## src/rtl/i2c_pkg.sv

```systemverilog
// i2c_pkg: shared types and constants for the I2C target endpoint.
//   i2c_tgt_state_e  target FSM state encoding
//   ACK / NACK       SDA level driven or seen in the ninth-bit slot
//   GCALL_ADDR       7-bit general-call address
//   RW_READ          R/W bit value selecting a read transfer
//   addr_match()     address-byte compare, general call optional
package i2c_pkg;

  typedef enum logic [2:0] {
    ST_IDLE,
    ST_ADDR,
    ST_ADDR_ACK,
    ST_RX,
    ST_RX_ACK,
    ST_TX,
    ST_TX_ACK,
    ST_IGNORE
  } i2c_tgt_state_e;

  localparam logic       ACK         = 1'b0;
  localparam logic       NACK        = 1'b1;
  localparam logic [6:0] GCALL_ADDR  = 7'h00;
  localparam logic       RW_READ     = 1'b1;
  localparam logic [2:0] BIT_CNT_TOP = 3'd7;

  // General call is only a write with address 0, so the full byte must be 0x00.
  function automatic logic addr_match(input logic [7:0] addr_byte,
                                      input logic [6:0] own_addr,
                                      input logic       gcall_en);
    return (addr_byte[7:1] == own_addr) ||
           (gcall_en && (addr_byte == {GCALL_ADDR, 1'b0}));
  endfunction

endpackage

```

## src/rtl/i2c_bus_sync.sv

```systemverilog
// i2c_bus_sync: synchronizes SCL/SDA into clk_i and detects bus events.
//   clk_i, rst_i   system clock, async active-high reset
//   scl_i, sda_i   raw pin levels
//   sda_o          synchronized SDA level
//   scl_rise_o     1-cycle pulse on SCL rising edge
//   scl_fall_o     1-cycle pulse on SCL falling edge
//   start_o        1-cycle pulse, SDA fell while SCL held high
//   stop_o         1-cycle pulse, SDA rose while SCL held high
// Event outputs are combinational from the last stage, so a registered
// consumer reacts SYNC_STAGES+1 clocks after the pin edge.
module i2c_bus_sync #(
  parameter int SYNC_STAGES = 2
) (
  input  logic clk_i,
  input  logic rst_i,
  input  logic scl_i,
  input  logic sda_i,
  output logic sda_o,
  output logic scl_rise_o,
  output logic scl_fall_o,
  output logic start_o,
  output logic stop_o
);

  logic [SYNC_STAGES-1:0] scl_sync_q;
  logic [SYNC_STAGES-1:0] sda_sync_q;
  logic                   scl_prev_q;
  logic                   sda_prev_q;
  logic                   scl_s;
  logic                   sda_s;

  // Reset to the idle-bus level so release of reset never looks like an edge.
  always_ff @(posedge clk_i or posedge rst_i) begin
    if (rst_i) begin
      scl_sync_q <= '1;
      sda_sync_q <= '1;
      scl_prev_q <= 1'b1;
      sda_prev_q <= 1'b1;
    end else begin
      scl_sync_q <= {scl_sync_q[SYNC_STAGES-2:0], scl_i};
      sda_sync_q <= {sda_sync_q[SYNC_STAGES-2:0], sda_i};
      scl_prev_q <= scl_s;
      sda_prev_q <= sda_s;
    end
  end

  assign scl_s = scl_sync_q[SYNC_STAGES-1];
  assign sda_s = sda_sync_q[SYNC_STAGES-1];

  assign sda_o      = sda_s;
  assign scl_rise_o = ~scl_prev_q & scl_s;
  assign scl_fall_o = scl_prev_q & ~scl_s;
  // SCL must be high on both samples so an SDA change racing an SCL edge
  // is treated as data, not as a bus condition.
  assign start_o    = scl_prev_q & scl_s & sda_prev_q & ~sda_s;
  assign stop_o     = scl_prev_q & scl_s & ~sda_prev_q & sda_s;

endmodule

```

## src/rtl/i2c_target.sv

```systemverilog
// i2c_target: I2C target endpoint with 7-bit address match.
//   clk_i, rst_i     system clock, async active-high reset
//   scl_i, sda_i     bus pin levels
//   sda_oe_o         1 = pull SDA low
//   rx_data_o/rx_valid_o/rx_ready_i   write-byte handshake to consumer
//   tx_data_i/tx_req_o                read-byte source, tx_req_o pulses on latch
//   start_o, stop_o, overrun_o        1-cycle event pulses
//   busy_o           high from START until STOP
// Build option: I2C_TARGET_GCALL_EN also accepts address byte 0x00 as a write.
//
// state       | meaning
// ST_IDLE     | bus free or target reset, waiting for START
// ST_ADDR     | shifting in address byte
// ST_ADDR_ACK | driving address ACK for one SCL period
// ST_RX       | shifting in write byte
// ST_RX_ACK   | driving ACK/NACK for a write byte
// ST_TX       | driving read byte, MSB first
// ST_TX_ACK   | SDA released, sampling controller ACK
// ST_IGNORE   | not addressed or read ended, SDA released
module i2c_target
  import i2c_pkg::*;
#(
  parameter logic [6:0] TARGET_ADDR = 7'h7D,
  parameter int         SYNC_STAGES = 2
) (
  input  logic       clk_i,
  input  logic       rst_i,
  input  logic       scl_i,
  input  logic       sda_i,
  output logic       sda_oe_o,
  output logic [7:0] rx_data_o,
  output logic       rx_valid_o,
  input  logic       rx_ready_i,
  input  logic [7:0] tx_data_i,
  output logic       tx_req_o,
  output logic       start_o,
  output logic       stop_o,
  output logic       overrun_o,
  output logic       busy_o
);

`ifdef I2C_TARGET_GCALL_EN
  localparam logic GCALL_EN = 1'b1;
`else
  localparam logic GCALL_EN = 1'b0;
`endif

  logic sda_s, scl_rise, scl_fall, bus_start, bus_stop;

  i2c_bus_sync #(
    .SYNC_STAGES (SYNC_STAGES)
  ) u_sync (
    .clk_i      (clk_i),
    .rst_i      (rst_i),
    .scl_i      (scl_i),
    .sda_i      (sda_i),
    .sda_o      (sda_s),
    .scl_rise_o (scl_rise),
    .scl_fall_o (scl_fall),
    .start_o    (bus_start),
    .stop_o     (bus_stop)
  );

  i2c_tgt_state_e state_q, state_d;
  logic [2:0] bit_cnt_q, bit_cnt_d;
  logic       byte_done_q, byte_done_d;
  logic [7:0] shift_q, shift_d;
  logic [7:0] tx_shift_q, tx_shift_d;
  logic       sda_oe_q, sda_oe_d;
  logic [7:0] rx_data_q, rx_data_d;
  logic       rx_valid_q, rx_valid_d;
  logic       busy_q, busy_d;
  logic       start_pulse_q, start_pulse_d;
  logic       stop_pulse_q, stop_pulse_d;
  logic       overrun_q, overrun_d;
  logic       tx_req_q, tx_req_d;
  logic       addr_hit;

  assign addr_hit = addr_match(shift_q, TARGET_ADDR, GCALL_EN);

  always_ff @(posedge clk_i or posedge rst_i) begin
    if (rst_i) begin
      state_q       <= ST_IDLE;
      bit_cnt_q     <= BIT_CNT_TOP;
      byte_done_q   <= 1'b0;
      shift_q       <= '0;
      tx_shift_q    <= '0;
      sda_oe_q      <= 1'b0;
      rx_data_q     <= '0;
      rx_valid_q    <= 1'b0;
      busy_q        <= 1'b0;
      start_pulse_q <= 1'b0;
      stop_pulse_q  <= 1'b0;
      overrun_q     <= 1'b0;
      tx_req_q      <= 1'b0;
    end else begin
      state_q       <= state_d;
      bit_cnt_q     <= bit_cnt_d;
      byte_done_q   <= byte_done_d;
      shift_q       <= shift_d;
      tx_shift_q    <= tx_shift_d;
      sda_oe_q      <= sda_oe_d;
      rx_data_q     <= rx_data_d;
      rx_valid_q    <= rx_valid_d;
      busy_q        <= busy_d;
      start_pulse_q <= start_pulse_d;
      stop_pulse_q  <= stop_pulse_d;
      overrun_q     <= overrun_d;
      tx_req_q      <= tx_req_d;
    end
  end

  // Bit counter counts down 7..0 per byte; byte_done marks the eighth SCL
  // rise so the ACK slot begins on the following SCL fall.
  // sda_oe is written as ~level: pulling low drives a 0 (ACK or data 0).
  always_comb begin
    state_d       = state_q;
    bit_cnt_d     = bit_cnt_q;
    byte_done_d   = byte_done_q;
    shift_d       = shift_q;
    tx_shift_d    = tx_shift_q;
    sda_oe_d      = sda_oe_q;
    rx_data_d     = rx_data_q;
    rx_valid_d    = rx_valid_q;
    busy_d        = busy_q;
    start_pulse_d = 1'b0;
    stop_pulse_d  = 1'b0;
    overrun_d     = 1'b0;
    tx_req_d      = 1'b0;

    if (rx_valid_q && rx_ready_i) begin
      rx_valid_d = 1'b0;
    end

    if (bus_stop) begin
      state_d      = ST_IDLE;
      busy_d       = 1'b0;
      sda_oe_d     = 1'b0;
      stop_pulse_d = 1'b1;
      bit_cnt_d    = BIT_CNT_TOP;
      byte_done_d  = 1'b0;
    end else if (bus_start) begin
      state_d       = ST_ADDR;
      busy_d        = 1'b1;
      start_pulse_d = 1'b1;
      bit_cnt_d     = BIT_CNT_TOP;
      byte_done_d   = 1'b0;
    end else begin
      unique case (state_q)
        ST_ADDR, ST_RX: begin
          if (scl_rise) begin
            shift_d = {shift_q[6:0], sda_s};
            if (bit_cnt_q == 3'd0) byte_done_d = 1'b1;
            else                   bit_cnt_d   = bit_cnt_q - 3'd1;
          end else if (scl_fall && byte_done_q) begin
            byte_done_d = 1'b0;
            bit_cnt_d   = BIT_CNT_TOP;
            if (state_q == ST_ADDR) begin
              if (addr_hit) begin
                state_d  = ST_ADDR_ACK;
                sda_oe_d = ~ACK;
              end else begin
                state_d  = ST_IGNORE;
                sda_oe_d = ~NACK;
              end
            end else begin
              state_d = ST_RX_ACK;
              if (!rx_valid_q) begin
                rx_data_d  = shift_q;
                rx_valid_d = 1'b1;
                sda_oe_d   = ~ACK;
              end else begin
                sda_oe_d  = ~NACK;
                overrun_d = 1'b1;
              end
            end
          end
        end

        ST_ADDR_ACK: begin
          if (scl_fall) begin
            bit_cnt_d = BIT_CNT_TOP;
            if (shift_q[0] == RW_READ) begin
              state_d    = ST_TX;
              tx_shift_d = tx_data_i;
              tx_req_d   = 1'b1;
              sda_oe_d   = ~tx_data_i[7];
            end else begin
              state_d  = ST_RX;
              sda_oe_d = 1'b0;
            end
          end
        end

        ST_RX_ACK: begin
          if (scl_fall) begin
            state_d  = ST_RX;
            sda_oe_d = 1'b0;
          end
        end

        ST_TX: begin
          if (scl_rise) begin
            if (bit_cnt_q == 3'd0) byte_done_d = 1'b1;
            else                   bit_cnt_d   = bit_cnt_q - 3'd1;
          end else if (scl_fall) begin
            if (byte_done_q) begin
              state_d     = ST_TX_ACK;
              byte_done_d = 1'b0;
              bit_cnt_d   = BIT_CNT_TOP;
              sda_oe_d    = 1'b0;
            end else begin
              // bit_cnt already stepped on the preceding rise
              sda_oe_d = ~tx_shift_q[bit_cnt_q];
            end
          end
        end

        ST_TX_ACK: begin
          if (scl_rise) begin
            shift_d     = {shift_q[6:0], sda_s};
            byte_done_d = 1'b1;
          end else if (scl_fall && byte_done_q) begin
            byte_done_d = 1'b0;
            bit_cnt_d   = BIT_CNT_TOP;
            if (shift_q[0] == ACK) begin
              state_d    = ST_TX;
              tx_shift_d = tx_data_i;
              tx_req_d   = 1'b1;
              sda_oe_d   = ~tx_data_i[7];
            end else begin
              state_d  = ST_IGNORE;
              sda_oe_d = 1'b0;
            end
          end
        end

        ST_IDLE, ST_IGNORE: begin
        end

        default: begin
          state_d = ST_IDLE;
        end
      endcase
    end
  end

  assign sda_oe_o   = sda_oe_q;
  assign rx_data_o  = rx_data_q;
  assign rx_valid_o = rx_valid_q;
  assign tx_req_o   = tx_req_q;
  assign start_o    = start_pulse_q;
  assign stop_o     = stop_pulse_q;
  assign overrun_o  = overrun_q;
  assign busy_o     = busy_q;

endmodule

```

## config.mk

```make
export PLATFORM = sky130hd
export DESIGN_NAME = i2c_target
export DESIGN_NICKNAME = d
export VERILOG_FILES = /design/src/rtl/i2c_pkg.sv /design/src/rtl/i2c_bus_sync.sv /design/src/rtl/i2c_target.sv
export SDC_FILE = /design/constraint.sdc
export NUM_CORES = 1
export LEC_CHECK = 0
export CAP_MARGIN = 15
export CORE_MARGIN = 10
export CORE_UTILIZATION = 30
export CTS_BUF_LIST = sky130_fd_sc_hd__clkbuf_4 sky130_fd_sc_hd__clkbuf_8
export DETAILED_ROUTE_END_ITERATION = 6
export MAX_ROUTING_LAYER = met4
export PLACE_DENSITY = 0.54
export RECOVER_POWER = 100
export SLEW_MARGIN = 40
export SYNTH_ARGS = -nofsm -noshare
export SYNTH_HDL_FRONTEND = slang
export SYNTH_SLANG_ARGS = --single-unit
```

## constraint.sdc

```tcl
create_clock -name clk_i -period 1.8 [get_ports clk_i]
set_input_delay 0.18 -clock clk_i [delete_from_list [all_inputs] [get_ports clk_i]]
set_output_delay 0.18 -clock clk_i [all_outputs]
set_load 0.02 [all_outputs]
```

== Word-level counts from Yosys, hierarchy flattened ==
Index checks and enable logic that the tools add are counted.

* Word-level logic and storage cells: 175
* Register bits after elaboration: 44
* Input port bits: 13
* Output and inout port bits: 15

* Reductions and logical operators: 18
* Add/sub/neg operators: 1
* Multiplexer cells: 88
* Equality and inequality tests: 32
* Order comparisons: 1
* Bitwise logic cells: 18

{| class="wikitable"
|+ Operator list
! kind !! count
|-
| $mux W3 || 24
|-
| $mux W1 || 51
|-
| $mux W8 || 5
|-
| $ne A4 B4 Y1 const B || 9
|-
| $ne A3 B3 Y1 const B || 8
|-
| $reduce_and A10 Y1 || 2
|-
| $pmux W8 S2 || 1
|-
| $pmux W3 S5 || 1
|-
| $pmux W3 S4 || 1
|-
| $reduce_bool A6 Y1 || 2
|-
| $not A1 Y1 || 11
|-
| $ne A2 B2 Y1 const B || 5
|-
| $ne A5 B5 Y1 const B || 2
|-
| $eq A3 B3 Y1 const B || 3
|-
| $reduce_and A8 Y1 || 1
|-
| $and A1 B1 Y1 || 7
|-
| $eq A7 B7 Y1 const B || 1
|-
| $reduce_and A7 Y1 || 1
|-
| $reduce_bool A7 Y1 || 1
|-
| $eq A3 B2 Y1 const B || 2
|-
| $pmux W1 S5 || 1
|-
| $reduce_and A5 Y1 || 1
|-
| $reduce_bool A5 Y1 || 1
|-
| $lt A3 B4 Y1 const B || 1
|-
| other kinds (14) || 16
|}

== Logic depth before layout (Yosys ltp) ==
* Word-level depth: 9
* Mapped depth: 8
* Depth with buffers taken out: 7

== Hierarchy ==
Synthesis repeated with hierarchy kept, for this count alone.

* Cells, all modules: 199
* Area, all modules: 2247.2 um2

{| class="wikitable"
|+ By module, submodules not included
! module !! times used !! area an instance (um2) !! cells an instance !! seq. area each (um2)
|-
| i2c_target || 1 || 2053.2 || 188 || 954.7
|-
| i2c_bus_sync || 1 || 193.9 || 11 || 157.7
|}

== Least setup slack after synthesis ==
No wires, ideal clock.

* Path kind: register to register
* Start: register u_sync.scl_prev_q
* End: register rx_data_q[0] (netlist: rx_data_o[0])
* Path buffers: 1
* Stages on the path, launching flop included: 8
* Path slack: -0.185 ns
* Clock period less this slack: 1.985 ns
* Setup time: 0.125 ns
* Data arrival time: 1.861 ns
* Data required time: 1.675 ns
* Path through: dfstp_2 > inv_1 > ha_1 > nand3b_1 > nor4_4 > and2b_1 > buf_6 > mux2_2

* Word-level cells in the longest chain between the ends: 5
* Elaborated cells on any way between the ends: 13
* Those cells by class: bitwise: 11; reduce/logical: 2

{| class="wikitable"
|+ RTL lines
! item !! RTL line !! source
|-
| start, declared || i2c_bus_sync.sv:27 || <nowiki>logic scl_prev_q;</nowiki>
|-
| start signal, assigned || i2c_bus_sync.sv:42 || <nowiki>scl_prev_q <= scl_s;</nowiki>
|-
| $and A1 B1 Y1 || i2c_bus_sync.sv:55, i2c_bus_sync.sv:56 ||
|-
| $and A1 B1 Y1 (on tied branches) (2 in series) || i2c_bus_sync.sv:56, i2c_bus_sync.sv:55 ||
|-
| $not A1 Y1 (no source line) || - ||
|-
| $reduce_and A7 Y1 (no source line) * || - ||
|-
| end signal, assigned || i2c_target.sv:103 || <nowiki>rx_data_q <= rx_data_d;</nowiki>
|-
| end, declared || i2c_target.sv:70 || <nowiki>logic [7:0] rx_data_q, rx_data_d;</nowiki>
|}

Every way passes the cells marked *; elsewhere a longest branch is shown, timed or not.
A chain may end at the register's enable or synchronous reset.

== Worst setup path after layout ==
* Start: register u_sync.scl_prev_q
* End: register rx_data_q[3] (netlist: rx_data_o[3])

The elaborated chain is that of the path after synthesis.

==> flow_summary.json <==
{
  "sw_frac_of_total": 0.371,
  "dieArea_um2": 12000,
  "rsz0062_at_grt": "yes",
  "die_width_um": 109,
  "ctsHoldBuffers": 0,
  "total_power_mw": 4.40,
  "synthSimpleGateAreaFrac": 0.155,
  "power_frac_comb": 0.492,
  "ant_nets": 0,
  "pwr-share-clk": 0.154,
  "rrSetupSlack_ns": -0.18,
  "cts-root-buf": "clkbuf_8",
  "synth_most_common_cell": "dfrtp_1",
  "drtPass1Iterations": 4,
  "startpoint_type": "flip-flop",
  "start_util": 0.309,
  "cts.path.max_buffers": 2,
  "grt_pass1_vias": 1994,
  "cts_buffers": 5,
  "cp_cell_sequence": "inv_2, ha_4, nand3b_1, nor4_4, and2b_2, buf_12, mux2_4",
  "timing.final.crit_share": 1.10,
  "drive_above_1_share": 0.438,
  "ys_async_sr_fraction": 1.00,
  "grt_pass1_wl_um": 9830,
  "power_switching_mw": 1.63,
  "grtUsageTotal": 0.106,
  "synth-xor-area-share": 0.00365,
  "dp.cells": 369,
  "period_needed_ns": 1.98,
  "ys_top_cells_by_area": "dfrtp_1 (36%), mux2_2 (11%), dfstp_2 (9.8%)",
  "critPathKind": "reg -> reg",
  "dp_hpwl_um": 4120,
  "grt_max_degree": 45,
  "cts_max_level": 2,
  "vias_per_cell": 4.98,
  "intPower_mw": 2.77,
  "fin_ws_ns": -0.178,
  "remaining_drc_errors": 0,
  "cp.arrival_ns": 2.17,
  "ys_warn_count": 0,
  "status": "finished, violations left",
  "r2r_start": "u_sync.scl_prev_q",
  "worstPathRequired_ns": 1.99,
  "muxShareOfSynthArea": 0.147,
  "clk_latency_ns": 0.30,
  "crit_fanout": 9,
  "fp.coreArea_um2": 7770,
  "rows": 32,
  "r2r.worst_path.cells": 7,
  "r2r-end": "rx_data_o[3]",
  "cp_top_family": "simple AND/OR/NAND/NOR gates",
  "syn_inst": 218,
  "irDropWorstVdd_mv": 0.508,
  "cts_tree": "built",
  "synth-edff-count": 0,
  "p_leak_nw": 1.59,
  "num_vias": 1954,
  "synth_top_family_by_area": "simple AND/OR/NAND/NOR gates",
  "fin_util": 0.454,
  "antenna_found_initial": 0,
  "powerDensity_nw_per_um2": 1250,
  "grt-ovfl-total": 0,
  "wire_per_inst_um": 15.7,
  "area_growth_pct": 47.0,
  "ys_ff_latch": 44,
  "min_from": "u_sync.sda_sync_q[0]",
  "place_ws_ns": -0.257,
  "setup_violations": 21,
  "cpMaxStageDelayCell": "dfstp_2",
  "cts_sinks": 44,
  "worst_pin_slew_ns": 1.11,
  "holdPathStages": 0,
  "ys.flop_type": "dfrtp_1",
  "finalHoldViolations": 0,
  "instances_no_fill": 392,
  "maxCapViolations": 0,
  "ys_seq_area_frac": 0.463,
  "hp-class": "reg -> reg",
  "synth_compound_area_frac": 0.145,
  "diodes": 0,
  "synth_area_per_cell_um2": 11.0,
  "yosysTopAreaCellShare": 0.365,
  "synthAdderAreaFrac": 0.0261,
  "endpoint_kind": "flip-flop",
  "slowest_delay_ns": 0.55,
  "violations": "negative setup slack",
  "die_h_um": 109,
  "portBuffers": 27,
  "syn_nets": 236,
  "gp_congestion": 0.809,
  "path_clk_slew_ns": 0.09,
  "drv_slew": 0,
  "fmax_mhz": 506,
  "drtIter0Drc": 110,
  "synth_common_cells": "dfrtp_1 (35), mux2_2 (24), nand2_1 (16)",
  "pin_count": 28,
  "wl_um": 6150,
  "nNetsFinal": 307,
  "synth_cell_types": 54,
  "synth_largest_area_cell": "dfrtp_1",
  "syn-cell-area_um2": 2400,
  "p_seq_frac": 0.355,
  "hold-path-endpoint": "u_sync.sda_sync_q[1]",
  "clock_skew_ns": 0.00280,
  "cp_num_buf_inv": 2,
  "relSlewSlack": 0.262
}
-- worst max path at each step --
stage                              start      endpoint  slack, ns  depth (start not counted)
detailed placement     u_sync.scl_prev_q  bit_cnt_q[2]      -0.26                          8
CTS                    u_sync.scl_prev_q  rx_data_o[3]      -0.18                          7
global placement       u_sync.scl_prev_q  bit_cnt_q[2]      -0.22                          8
global route           u_sync.scl_prev_q  rx_data_o[3]      -0.29                          7
finish                 u_sync.scl_prev_q  rx_data_o[3]      -0.18                          7
floorplan           u_sync.sda_sync_q[1]  rx_data_o[0]      -0.05                          7
-- power groups by stage --
stage	Clock, mW	Sequential (mW)	Combinational (mW)
2_1_floorplan	0	1.42	1.33
3_3_place_gp	0	1.55	1.74
3_5_place_dp	0	1.54	1.76
4_1_cts	0.703	1.54	1.90
5_1_grt	0.733	1.61	2.35
6_report	0.677	1.56	2.16
-- cells in the final DEF (no fill, tap or decap), types with 3 or more instances in the layout --
cell type / instances
clkdlybuf4s50_1: 14
nor2_1: 10
nand2_1: 14
dfrtp_1: 32
o21ai_0: 4
o21ai_1: 4
a21o_1: 3
nor3_1: 5
nor2b_1: 4
dfstp_2: 9
nand4_1: 4
o211a_1: 4
buf_4: 33
dfrtp_2: 3
mux2_4: 16
buf_6: 12
mux2_2: 8
nand3b_1: 3
clkbuf_8: 6
inv_1: 7
dlygate4sd3_1: 13
ha_4: 3
a21oi_1: 12
-- cell families after synthesis --
family	after synthesis
fa+ha+maj	5
simple gates	64
compound gates	51
buf+inv	24
mux	29
flops	44
xor+xnor	1
-- through the flow --
step	instance area, um^2	setup TNS, ns	hold WS, ns
6_report	3530	-2.73	0.359
5_1_grt	3530	-4.84	0.369
4_1_cts	3330	-2.46	0.222
3_5_place_dp	3050	-4.04	0.348
3_3_place_gp	3050	-4.21	0.349
2_1_floorplan	2460	-0.418	0.184
-- sequential cells by signal, summed over array words and instances (netlist names), 2 cells and up --
signal             cells
u_sync.sda_sync_q      2
bit_cnt_q              3
tx_shift_q             8
shift_q                8
rx_data_o              8
state_q                3
u_sync.scl_sync_q      2
-- per-layer routing --
metal  track usage  vias to the layer above  part of all wire
met2         0.163                       38              0.47
li1              -                      929                 -
met3        0.0193                        7             0.036
met1         0.138                      980              0.48
met4        0.0307                        0             0.013
met5             -                        -                 0
-- area by class of cell --
| type | instances | area, um^2 |
|---|---|---|
| fillers | 735 | 4240 |
| multi-input cells | 150 | 1400 |
| flip-flops and latches | 44 | 1120 |
| repair buffers | 78 | 744 |
| well taps | 102 | 128 |
| clock buffers | 6 | 82.6 |
| inverters | 10 | 40.0 |
| clock inverters | 2 | 13.8 |
-- repair_timing --
| item | CTS | global route |
|---|---|---|
| setup buffers | 7 | 10 |
| pin swaps | 10 | 25 |
| cloned | 1 | 0 |
| endpoints found under the setup margin | 30 | 32 |
| gates resized for setup | 27 | 42 |
(Power assumes the default switching activity.)
